`src/rtl/decoder_nbit_pulse.sv`:
```
// Command-driven one-hot strobe generator: each accepted select becomes a PULSE_LEN-cycle
// registered one-hot pulse followed by GAP_LEN idle cycles. Define DECODER_CNT_EN for cmd_count.
module decoder_nbit_pulse #(
    parameter int SEL_W     = 2,
    parameter int PULSE_LEN = 3,
    parameter int GAP_LEN   = 1
) (
    input  logic                    clk,
    input  logic                    rst,
    input  logic                    in_valid,
    input  logic [SEL_W-1:0]        in_sel,
    output logic                    in_ready,
    output logic [(1<<SEL_W)-1:0]   out,
    output logic                    busy
`ifdef DECODER_CNT_EN
    ,
    output logic [15:0]             cmd_count
`endif
);

    localparam int OUT_W   = 1 << SEL_W;
    localparam int MAX_LEN = (PULSE_LEN > GAP_LEN) ? PULSE_LEN : GAP_LEN;
    localparam int CNT_W   = (MAX_LEN < 2) ? 1 : $clog2(MAX_LEN + 1);
    localparam bit HAS_GAP = (GAP_LEN > 0);
    localparam logic [CNT_W-1:0] PULSE_LOAD = CNT_W'(PULSE_LEN - 1);
    localparam logic [CNT_W-1:0] GAP_LOAD   = CNT_W'(HAS_GAP ? GAP_LEN - 1 : 0);

    typedef enum logic [1:0] {
        IDLE  = 2'd0,
        PULSE = 2'd1,
        GAP   = 2'd2
    } state_t;

    state_t             state_reg, state_next;
    logic [CNT_W-1:0]   cnt_reg, cnt_next;
    logic [OUT_W-1:0]   out_reg, out_next;
    logic [OUT_W-1:0]   sel_onehot;
    logic               accept;

    // Full decode of the select; exactly one bit set for any legal in_sel.
    generate
        for (genvar gi = 0; gi < OUT_W; gi++) begin : g_dec
            assign sel_onehot[gi] = (in_sel == SEL_W'(gi));
        end
    endgenerate

    assign in_ready = (state_reg == IDLE);
    assign busy     = ~in_ready;
    assign accept   = in_valid & in_ready;
    assign out      = out_reg;

    always_ff @(posedge clk) begin
        if (rst) begin
            state_reg <= IDLE;
            cnt_reg   <= '0;
            out_reg   <= '0;
        end else begin
            state_reg <= state_next;
            cnt_reg   <= cnt_next;
            out_reg   <= out_next;
        end
    end

    always_comb begin
        state_next = state_reg;
        cnt_next   = cnt_reg;
        out_next   = out_reg;
        case (state_reg)
            IDLE: begin
                out_next = '0;
                if (accept) begin
                    state_next = PULSE;
                    out_next   = sel_onehot;
                    cnt_next   = PULSE_LOAD;
                end
            end
            PULSE: begin
                if (cnt_reg == '0) begin
                    out_next = '0;
                    if (HAS_GAP) begin
                        state_next = GAP;
                        cnt_next   = GAP_LOAD;
                    end else begin
                        state_next = IDLE;
                    end
                end else begin
                    cnt_next = cnt_reg - CNT_W'(1);
                end
            end
            GAP: begin
                out_next = '0;
                if (cnt_reg == '0) begin
                    state_next = IDLE;
                end else begin
                    cnt_next = cnt_reg - CNT_W'(1);
                end
            end
            default: begin
                state_next = IDLE;
                out_next   = '0;
                cnt_next   = '0;
            end
        endcase
    end

`ifdef DECODER_CNT_EN
    logic [15:0] cmd_count_reg;

    // Free-running accept counter; wraps naturally at 16 bits.
    always_ff @(posedge clk) begin
        if (rst) begin
            cmd_count_reg <= '0;
        end else if (accept) begin
            cmd_count_reg <= cmd_count_reg + 16'd1;
        end
    end

    assign cmd_count = cmd_count_reg;
`endif

endmodule

```
`config.mk`:
```
export PLATFORM = sky130hd
export DESIGN_NAME = decoder_nbit_pulse
export DESIGN_NICKNAME = d
export VERILOG_FILES = /design/src/rtl/decoder_nbit_pulse.sv
export SDC_FILE = /design/constraint.sdc
export NUM_CORES = 1
export LEC_CHECK = 0
export ABC_AREA = 1
export BUFFER_PORTS_ARGS = -buffer_cell sky130_fd_sc_hd__clkbuf_2
export CORE_MARGIN = 2
export CORE_UTILIZATION = 24
export CTS_BUF_LIST = sky130_fd_sc_hd__clkbuf_8
export CTS_CLUSTER_SIZE = 10
export DETAILED_ROUTE_END_ITERATION = 10
export PLACE_DENSITY = 0.51
export SLEW_MARGIN = 0
export SYNTH_ARGS = -nofsm -noshare
export SYNTH_HDL_FRONTEND = slang
export SYNTH_SLANG_ARGS = --single-unit
```
`constraint.sdc`:
```
create_clock -name clk -period 2.1 [get_ports clk]
set_clock_uncertainty 0.05 [all_clocks]
set_input_delay 0.105 -clock clk [delete_from_list [all_inputs] [get_ports clk]]
set_output_delay 0.105 -clock clk [all_outputs]
set_load 0.01 [all_outputs]
```
; ---- After elaboration in Yosys (flattened, before gate mapping)
; Index checks and enable logic that the tools add are counted.
[totals]
ff_bits = 8
word_cells = 31
output_inout_bits = 6
[classes]
n_reduce_logical = 5
muxes = 11
eq_ne = 9
bitwise = 2
add_sub_neg = 1
[ops]
columns = op, count
row1 = two-way mux 2 bit, 6
row2 = one-hot mux 2 bit (3 select lines), 2
row3 = two-way mux 4 bit, 2
row4 = one-hot mux 4 bit (2 select lines), 1
row5 = equality test 2 bit (second input constant), 3
row6 = zero test 2 bit, 3
row7 = inequality test 2 bit (second input constant), 3
row8 = equality test 2 x 1 -> 1 bit (second input constant), 2
row9 = AND reduction 3 bit, 1
row10 = inequality test 2 x 1 -> 1 bit (second input constant), 1
row11 = AND reduction 2 bit, 1
row12 = subtractor 2 x 1 -> 2 bit (second input constant), 1
row13 = AND 1 bit, 1
row14 = NOT 1 bit, 1

; ---- Depth between registers and ports, before layout
; Gate-level depths: netlist of the first run.
[depth]
ltp_word = 4
depth_mapped = 7
ltp_nobuf = 7

; ---- Worst setup path before layout of the first run
; No wires, ideal clock.
[synth_timing]
kind = reg-to-reg
from = reg cnt_reg[0]
to = reg out_reg[0], in the netlist out[0]
path_slack_ps = 966
stages_incl_launch_ff = 6
path_buffers = 0
t_arrival_ps = 1014
cell_sequence = dfxtp_1 > inv_1 > ha_1 > nor3_4 > nand2_1 > a21oi_1
[synth_via]
elab_chain_len = 2
[synth_rtl]
columns = element, line
row1 = "start, declared", 35  ; logic [CNT_W-1:0] cnt_reg, cnt_next;
row2 = "start signal, assigned", 59  ; cnt_reg <= cnt_next;
row3 = zero test 2 bit, 78  ; if (cnt_reg == '0) begin
row4 = inequality test 2 bit (no line), -
row5 = "end signal, assigned", 60  ; out_reg <= out_next;
row6 = "end, declared", 36  ; logic [OUT_W-1:0] out_reg, out_next;
; No other way between the ends.
; A chain may end at the register's enable or synchronous reset.

; ---- Worst setup path in the final report of the first run
[layout_timing]
from = reg cnt_reg[0]
to = reg out_reg[2], in the netlist out[2]
; Same word-level chain as after synthesis.

==> results of run 1 <==
-- layer usage --
layer  global-route usage  routed length [um]
met2                0.147                 408
met4                0.103                  19
met5                    0                   0
met1                0.138                 372
met3               0.0238                  39
-- stage by stage --
stage | instances | cell area (um^2)
detailed placement | 84 | 492
floorplan | 57 | 420
CTS | 87 | 533
global route | 87 | 533
finish | 87 | 533
global placement | 84 | 492
-- power by group --
part | total (mW) | internal [mW] | leakage [nW] | switching (mW)
logic | 0.189 | 0.0738 | 0.173 | 0.115
registers | 0.205 | 0.177 | 0.0656 | 0.0279
clock network | 0.186 | 0.124 | 0.0216 | 0.0613
total | 0.580 | 0.375 | 0.260 | 0.205
-- final cells by class --
cell class | count | area (um^2)
Multi-Input combinational cell | 40 | 226
Fill cell | 184 | 1160
Tap cell | 17 | 21.3
Timing Repair Buffer | 10 | 50.0
Clock buffer | 3 | 41.3
Sequential cell | 8 | 160
Inverter | 9 | 33.8
-- cells in the mapped netlist (2+ instances only) --
cell,number,area [um^2]
inv_2,2,7.51
nand2_1,12,45.0
dfxtp_1,8,160
nand2_2,2,12.5
nor2_1,6,22.5
nand4_1,4,25.0
inv_1,7,26.3
nand3_1,2,10.0
a21oi_1,5,25.0
ha_1,3,37.5
-- layout by cell type, fill, tap and decap left out --
master	count
or2_1	1
nand4_1	4
nor2_2	1
clkbuf_2	10
clkbuf_8	3
nand2_2	2
inv_2	2
nand3_1	2
nor3_4	1
o21a_1	1
ha_1	3
a21oi_1	5
nand2_1	12
o21bai_1	1
o21ai_0	1
dfxtp_1	8
inv_1	7
nor2_1	6
-- cells by family (layout without fill, tap and decap cells) --
| family | after synthesis | count (layout) | share of synthesized area |
|---|---|---|---|
| flip-flops | 8 | 8 | 0.381 |
| adder cells (fa/ha/maj) | 3 | 3 | 0.0893 |
| buffers and inverters | 9 | 22 | 0.0804 |
| AND/OR/NAND/NOR | 29 | 29 | 0.342 |
| AO/OA/AOI/OAI | 8 | 8 | 0.107 |
-- worst max-delay path: cells and delay by family, from the launching register on --
| family | cells | cell delay, ns |
|---|---|---|
| buf+inv | 1 | 0.08 |
| simple gates | 2 | 0.32 |
| fa+ha+maj | 1 | 0.26 |
| flops | 1 | 0.33 |
| compound gates | 1 | 0.14 |
-- final timing paths --
path / slack (ns) / start / end
min: 0.05 / rst / out[0]$_SDFFE_PP0P_
min reg2reg: 0.41 / out[1]$_SDFFE_PP0P_ / out[1]$_SDFFE_PP0P_
max: 0.85 / cnt_reg[0]$_SDFFE_PP0P_ / out[2]$_SDFFE_PP0P_
max reg2reg: 0.85 / cnt_reg[0]$_SDFFE_PP0P_ / out[2]$_SDFFE_PP0P_
==> flow_metrics.py, run 1 <==
metrics = {
    "timing": {
        "setup_violations": 0,
        "fmax_ghz": 0.800,
        "min_period_ns": 1.25,
        "fin_ws_ns": 0.850,
        "finalMaxSlewViolations": 0,
        "fin_hold_ws_ns": 0.0523,
        "rsz0062_at_grt": "false",
        "fin_crit_sh": 0.595,
        "hold_viol": 0,
        "relSlewSlack": 0.824,
        "tightestPinTransition_ns": 0.264,
        "fin_tns_setup_ns": 0,
    },
    "place": {
        "hpwl_um": 657,
        "port_buffers": 10,
        "gp_congestion": 0.720,
        "pre_cts_slack_ns": 0.850,
    },
    "finish": {
        "layout-drive-gt1-share": 0.271,
        "diodes": 0,
        "syn_to_final_growth_pct": 26.8,
        "finalCoreUtilization": 0.316,
        "nets": 80,
        "largest_reg_flops": 4,
    },
    "clock_network": {
        "insertion_delay_ns": 0.23,
        "postCtsSetupRepairBufs": 0,
        "clk_pin_slew_worst_paths_ns": 0.04,
        "cts_buffers": 3,
        "h-tree-depth": 1,
        "ctsHoldBuffers": 0,
        "root_buffer": "clkbuf_8",
        "cts_tree": "done",
        "cts_resized": 0,
        "clock_path_buffers": 2,
        "cts_sinks": 8,
    },
    "setup_path": {
        "reg2regPathDepth": 5,
        "max_stage_delay_ns": 0.33,
        "path_cells": "inv_1 > ha_1 > nor3_4 > nand2_1 > a21oi_1",
        "cp_max_fo": 5,
        "cp-end-kind": "flop",
        "arrival_ns": 1.36,
        "critPathLaunchType": "flop",
        "crit_type": "flop to flop",
        "cp.required_ns": 2.20,
        "critPathSlowestCell": "dfxtp_1",
    },
    "yosys": {
        "yosysUniqueCellTypes": 16,
        "synth_seq_cells": 8,
        "synth-main-ff-cell": "dfxtp_1",
        "syn_nets": 65,
        "avgSynthCellArea_um2": 7.38,
        "yosys_warnings": 0,
        "synthCells": 57,
        "synth_edf_count": 0,
        "async_flop_share": 0,
        "seq_area_frac_synth": 0.381,
        "netlist_area_um2": 420,
    },
    "drt": {
        "via_count": 398,
        "drc": 0,
        "ant_nets": 0,
        "wl_um": 840,
        "wire_per_inst_um": 9.66,
        "drt-initial-drc-count": 9,
        "viasPerCell": 4.57,
        "dr.pass1.iters": 4,
    },
    "floorplan": {
        "start_util": 0.249,
        "die_area_mm2": 0.00210,
        "die_x_um": 45.9,
        "core_mm2": 0.00169,
        "ios": 11,
        "die_y_um": 45.9,
        "rows": 15,
    },
    "global_routing": {
        "grt_pass1_vias": 378,
        "grt_usage": 0.109,
        "grt_overflow": 0,
        "antenna_found_initial": 0,
        "grt_max_degree": 8,
        "grt_pass1_wl_mm": 1.55,
    },
    "status": {
        "status": "completed",
    },
    "pwr": {
        "p_leak_nw": 0.260,
        "power.density_mw_per_mm2": 1090,
        "power.total_mw": 0.580,
        "irDropWorstVdd_mv": 0.263,
    },
    "hold_path": {
        "hp-class": "input port to flop",
        "min_path_cells": 2,
    },
    "run": {
        "maxCapViolations": 0,
    },
}
(Power assumes the default switching activity.)
==> run 2: changes to the inputs <==
--- a/config.mk
+++ b/config.mk
@@ -5,14 +5,14 @@
 export SDC_FILE = /design/constraint.sdc
 export NUM_CORES = 1
 export LEC_CHECK = 0
-export ABC_AREA = 1
+export ABC_AREA = 0
 export BUFFER_PORTS_ARGS = -buffer_cell sky130_fd_sc_hd__clkbuf_2
 export CORE_MARGIN = 2
 export CORE_UTILIZATION = 24
 export CTS_BUF_LIST = sky130_fd_sc_hd__clkbuf_8
 export CTS_CLUSTER_SIZE = 10
 export DETAILED_ROUTE_END_ITERATION = 10
-export PLACE_DENSITY = 0.51
+export PLACE_DENSITY = 0.52
 export SLEW_MARGIN = 0
 export SYNTH_ARGS = -nofsm -noshare
 export SYNTH_HDL_FRONTEND = slang
==> constraint.sdc (replaced) <==
create_clock -name clk -period 1.08 [get_ports clk]
set_clock_uncertainty 0.05 [all_clocks]
set_input_delay 0.054 -clock clk [delete_from_list [all_inputs] [get_ports clk]]
set_output_delay 0.054 -clock clk [all_outputs]
set_load 0.01 [all_outputs]
==> run 2 against run 1 <==
Effect of this change: the run now ends with negative setup slack left; highest routed layer is now met3; hold slack better by 0.0086 ns; critical path type unchanged; wire length grew 6.1%; synthesized cell count fell by 16%; setup slack worse by 1.0 ns.
==> flow_metrics.py, run 2 <==
metrics = {
    "drt": {
        "wl_um": 891,
        "via_count": 400,
        "ant_nets": 0,
        "drt-initial-drc-count": 6,
        "viasPerCell": 4.65,
        "dr.pass1.iters": 3,
        "wire_per_inst_um": 10.4,
        "drc": 0,
    },
    "hold_path": {
        "hp-start": "in_sel[1]",
        "hp-class": "input port to flop",
        "min_path_cells": 3,
        "holdPathEnd": "out[3]$_SDFFE_PP0P_",
    },
    "setup_path": {
        "rrSetupSlack_ns": -0.15,
        "r2r_start": "cnt_reg[1]$_SDFFE_PP0P_",
        "critPathLaunchType": "flop",
        "crit_type": "flop to flop",
        "arrival_ns": 1.28,
        "cp-end-kind": "flop",
        "crit_path_start": "cnt_reg[1]$_SDFFE_PP0P_",
        "cp.required_ns": 1.14,
        "cp_max_fo": 8,
        "timing.rr.end": "out[0]$_SDFFE_PP0P_",
        "reg2regPathDepth": 5,
    },
    "floorplan": {
        "die_y_um": 46.1,
        "start_util": 0.252,
        "core_mm2": 0.00169,
        "ios": 11,
        "die_x_um": 46.1,
        "rows": 15,
        "die_area_mm2": 0.00213,
    },
    "place": {
        "gp_congestion": 0.750,
        "hpwl_um": 657,
        "port_buffers": 10,
        "pre_cts_slack_ns": -0.125,
    },
    "timing": {
        "min_period_ns": 1.23,
        "tightestPinTransition_ns": 0.308,
        "fin_ws_ns": -0.146,
        "setup_violations": 6,
        "fin_crit_sh": 1.13,
        "relSlewSlack": 0.795,
        "fmax_ghz": 0.816,
        "finalMaxSlewViolations": 0,
        "hold_viol": 0,
        "rsz0062_at_grt": "true",
        "fin_tns_setup_ns": -0.745,
    },
    "clock_network": {
        "root_buffer": "clkbuf_8",
        "insertion_delay_ns": 0.22,
        "clock_path_buffers": 2,
        "cts_tree": "done",
        "h-tree-depth": 1,
        "cts_sinks": 8,
        "cts_buffers": 3,
        "clk_pin_slew_worst_paths_ns": 0.04,
    },
    "finish": {
        "syn_to_final_growth_pct": 50.0,
        "largest_reg_flops": 4,
        "diodes": 0,
        "layout-drive-gt1-share": 0.435,
        "nets": 79,
        "final_common_cell": "clkbuf_2",
        "final_cell_mix": "10 x clkbuf_2, 6 x a21oi_1, 6 x buf_4",
    },
    "global_routing": {
        "grt_max_degree": 10,
        "grt_pass1_vias": 320,
        "grt_pass1_wl_mm": 1.41,
        "grt_overflow": 0,
        "grt_usage": 0.0897,
        "antenna_found_initial": 0,
    },
    "pwr": {
        "p_sw_mw": 0.244,
        "p_int_mw": 0.698,
        "power.density_mw_per_mm2": 1480,
        "combPwrFrac": 0.267,
        "p_leak_nw": 0.287,
        "swShare": 0.259,
        "share_seq_of_total_power": 0.362,
        "pwr-share-clk": 0.371,
        "irDropWorstVdd_mv": 0.624,
    },
    "yosys": {
        "avgSynthCellArea_um2": 8.86,
        "seq_area_frac_synth": 0.376,
        "synth-main-ff-cell": "dfxtp_1",
        "synth_seq_cells": 8,
        "syn_nets": 56,
        "synth_common_cells": "8 x dfxtp_1, 6 x a21oi_1, 5 x inv_1, 5 x nand2_1",
        "yosysUniqueCellTypes": 18,
        "netlist_area_um2": 425,
        "synth_edf_count": 0,
        "synthCells": 48,
        "synth_most_common_cell": "dfxtp_1",
        "yosys_warnings": 0,
        "async_flop_share": 0,
        "synthDominantCellAreaShare": 0.376,
        "yosysTopAreaCell": "dfxtp_1",
        "synthTopCellsByArea": "dfxtp_1 38%, ha_1 8.8%, a21oi_1 7.1%",
    },
    "status": {
        "status": "complete, but fails checks",
        "violations": "negative setup slack",
    },
    "run": {
        "maxCapViolations": 0,
    },
}
[run 2: critical path, stage by stage (launching register included)]
cell and delay (ns):
dfxtp_2 0.33, inv_2 0.04, ha_4 0.17, nor3b_4 0.30, or3_1 0.16, a21oi_1 0.06
[run 2: worst max path at each step]
stage | end | cells after the start
2_1_floorplan | out[1]$_SDFFE_PP0P_ | 5
3_3_place_gp | out[3]$_SDFFE_PP0P_ | 5
3_5_place_dp | out[3]$_SDFFE_PP0P_ | 5
4_1_cts | out[0]$_SDFFE_PP0P_ | 5
5_1_grt | out[2]$_SDFFE_PP0P_ | 5
6_report | out[0]$_SDFFE_PP0P_ | 5
[run 2: area by class of cell]
type / instances / area [um^2]
Timing Repair Buffer: 19 / 128
Multi-Input combinational cell: 34 / 263
Fill cell: 168 / 1050
Inverter: 5 / 18.8
Sequential cell: 8 / 166
Clock buffer: 3 / 41.3
Tap cell: 17 / 21.3
[run 2: cell families after synthesis]
logic type	after synthesis	synth area share
flops	8	0.376
fa+ha+maj	3	0.0882
compound gates	11	0.168
simple gates	20	0.297
buf+inv	6	0.0706
[run 2: stage by stage]
stage	cells	power (mW)	hold WS, ns	area (um^2)	utilization
after global placement	81	0.577	0.223	561	0.332
after CTS	86	0.937	0.0598	631	0.373
after global routing	86	0.995	0.0787	638	0.378
after floorplan	48	0.495	0.0657	448	-
final	86	0.942	0.0609	638	0.378
after detailed placement	81	0.576	0.224	561	0.332
[run 2: what timing repair did]
| action | CTS | global route |
|---|---|---|
| endpoints found under the setup margin | 8 | 9 |
| hold buffers | 1 | 0 |
| buffers inserted | 1 | 0 |
| gates resized for setup | 4 | 2 |
| hold endpoints to repair | 3 | 0 |
| pin swaps | 6 | 4 |
[run 2: metal layers]
metal | global-route usage | part of all wire | vias to the layer above
met4 | 0.0171 | 0 | 0
met2 | 0.128 | 0.42 | 11
met3 | 0.0314 | 0.061 | 0
met5 | 0 | 0 | -
li1 | - | - | 208
met1 | 0.130 | 0.52 | 181
[run 2: power groups by stage]
stage | sequential, mW | combinational [mW] | clock (mW)
after floorplan | 0.351 | 0.145 | 0
after CTS | 0.340 | 0.246 | 0.351
final | 0.341 | 0.251 | 0.349
after global routing | 0.343 | 0.278 | 0.374
after detailed placement | 0.344 | 0.232 | 0
after global placement | 0.344 | 0.233 | 0
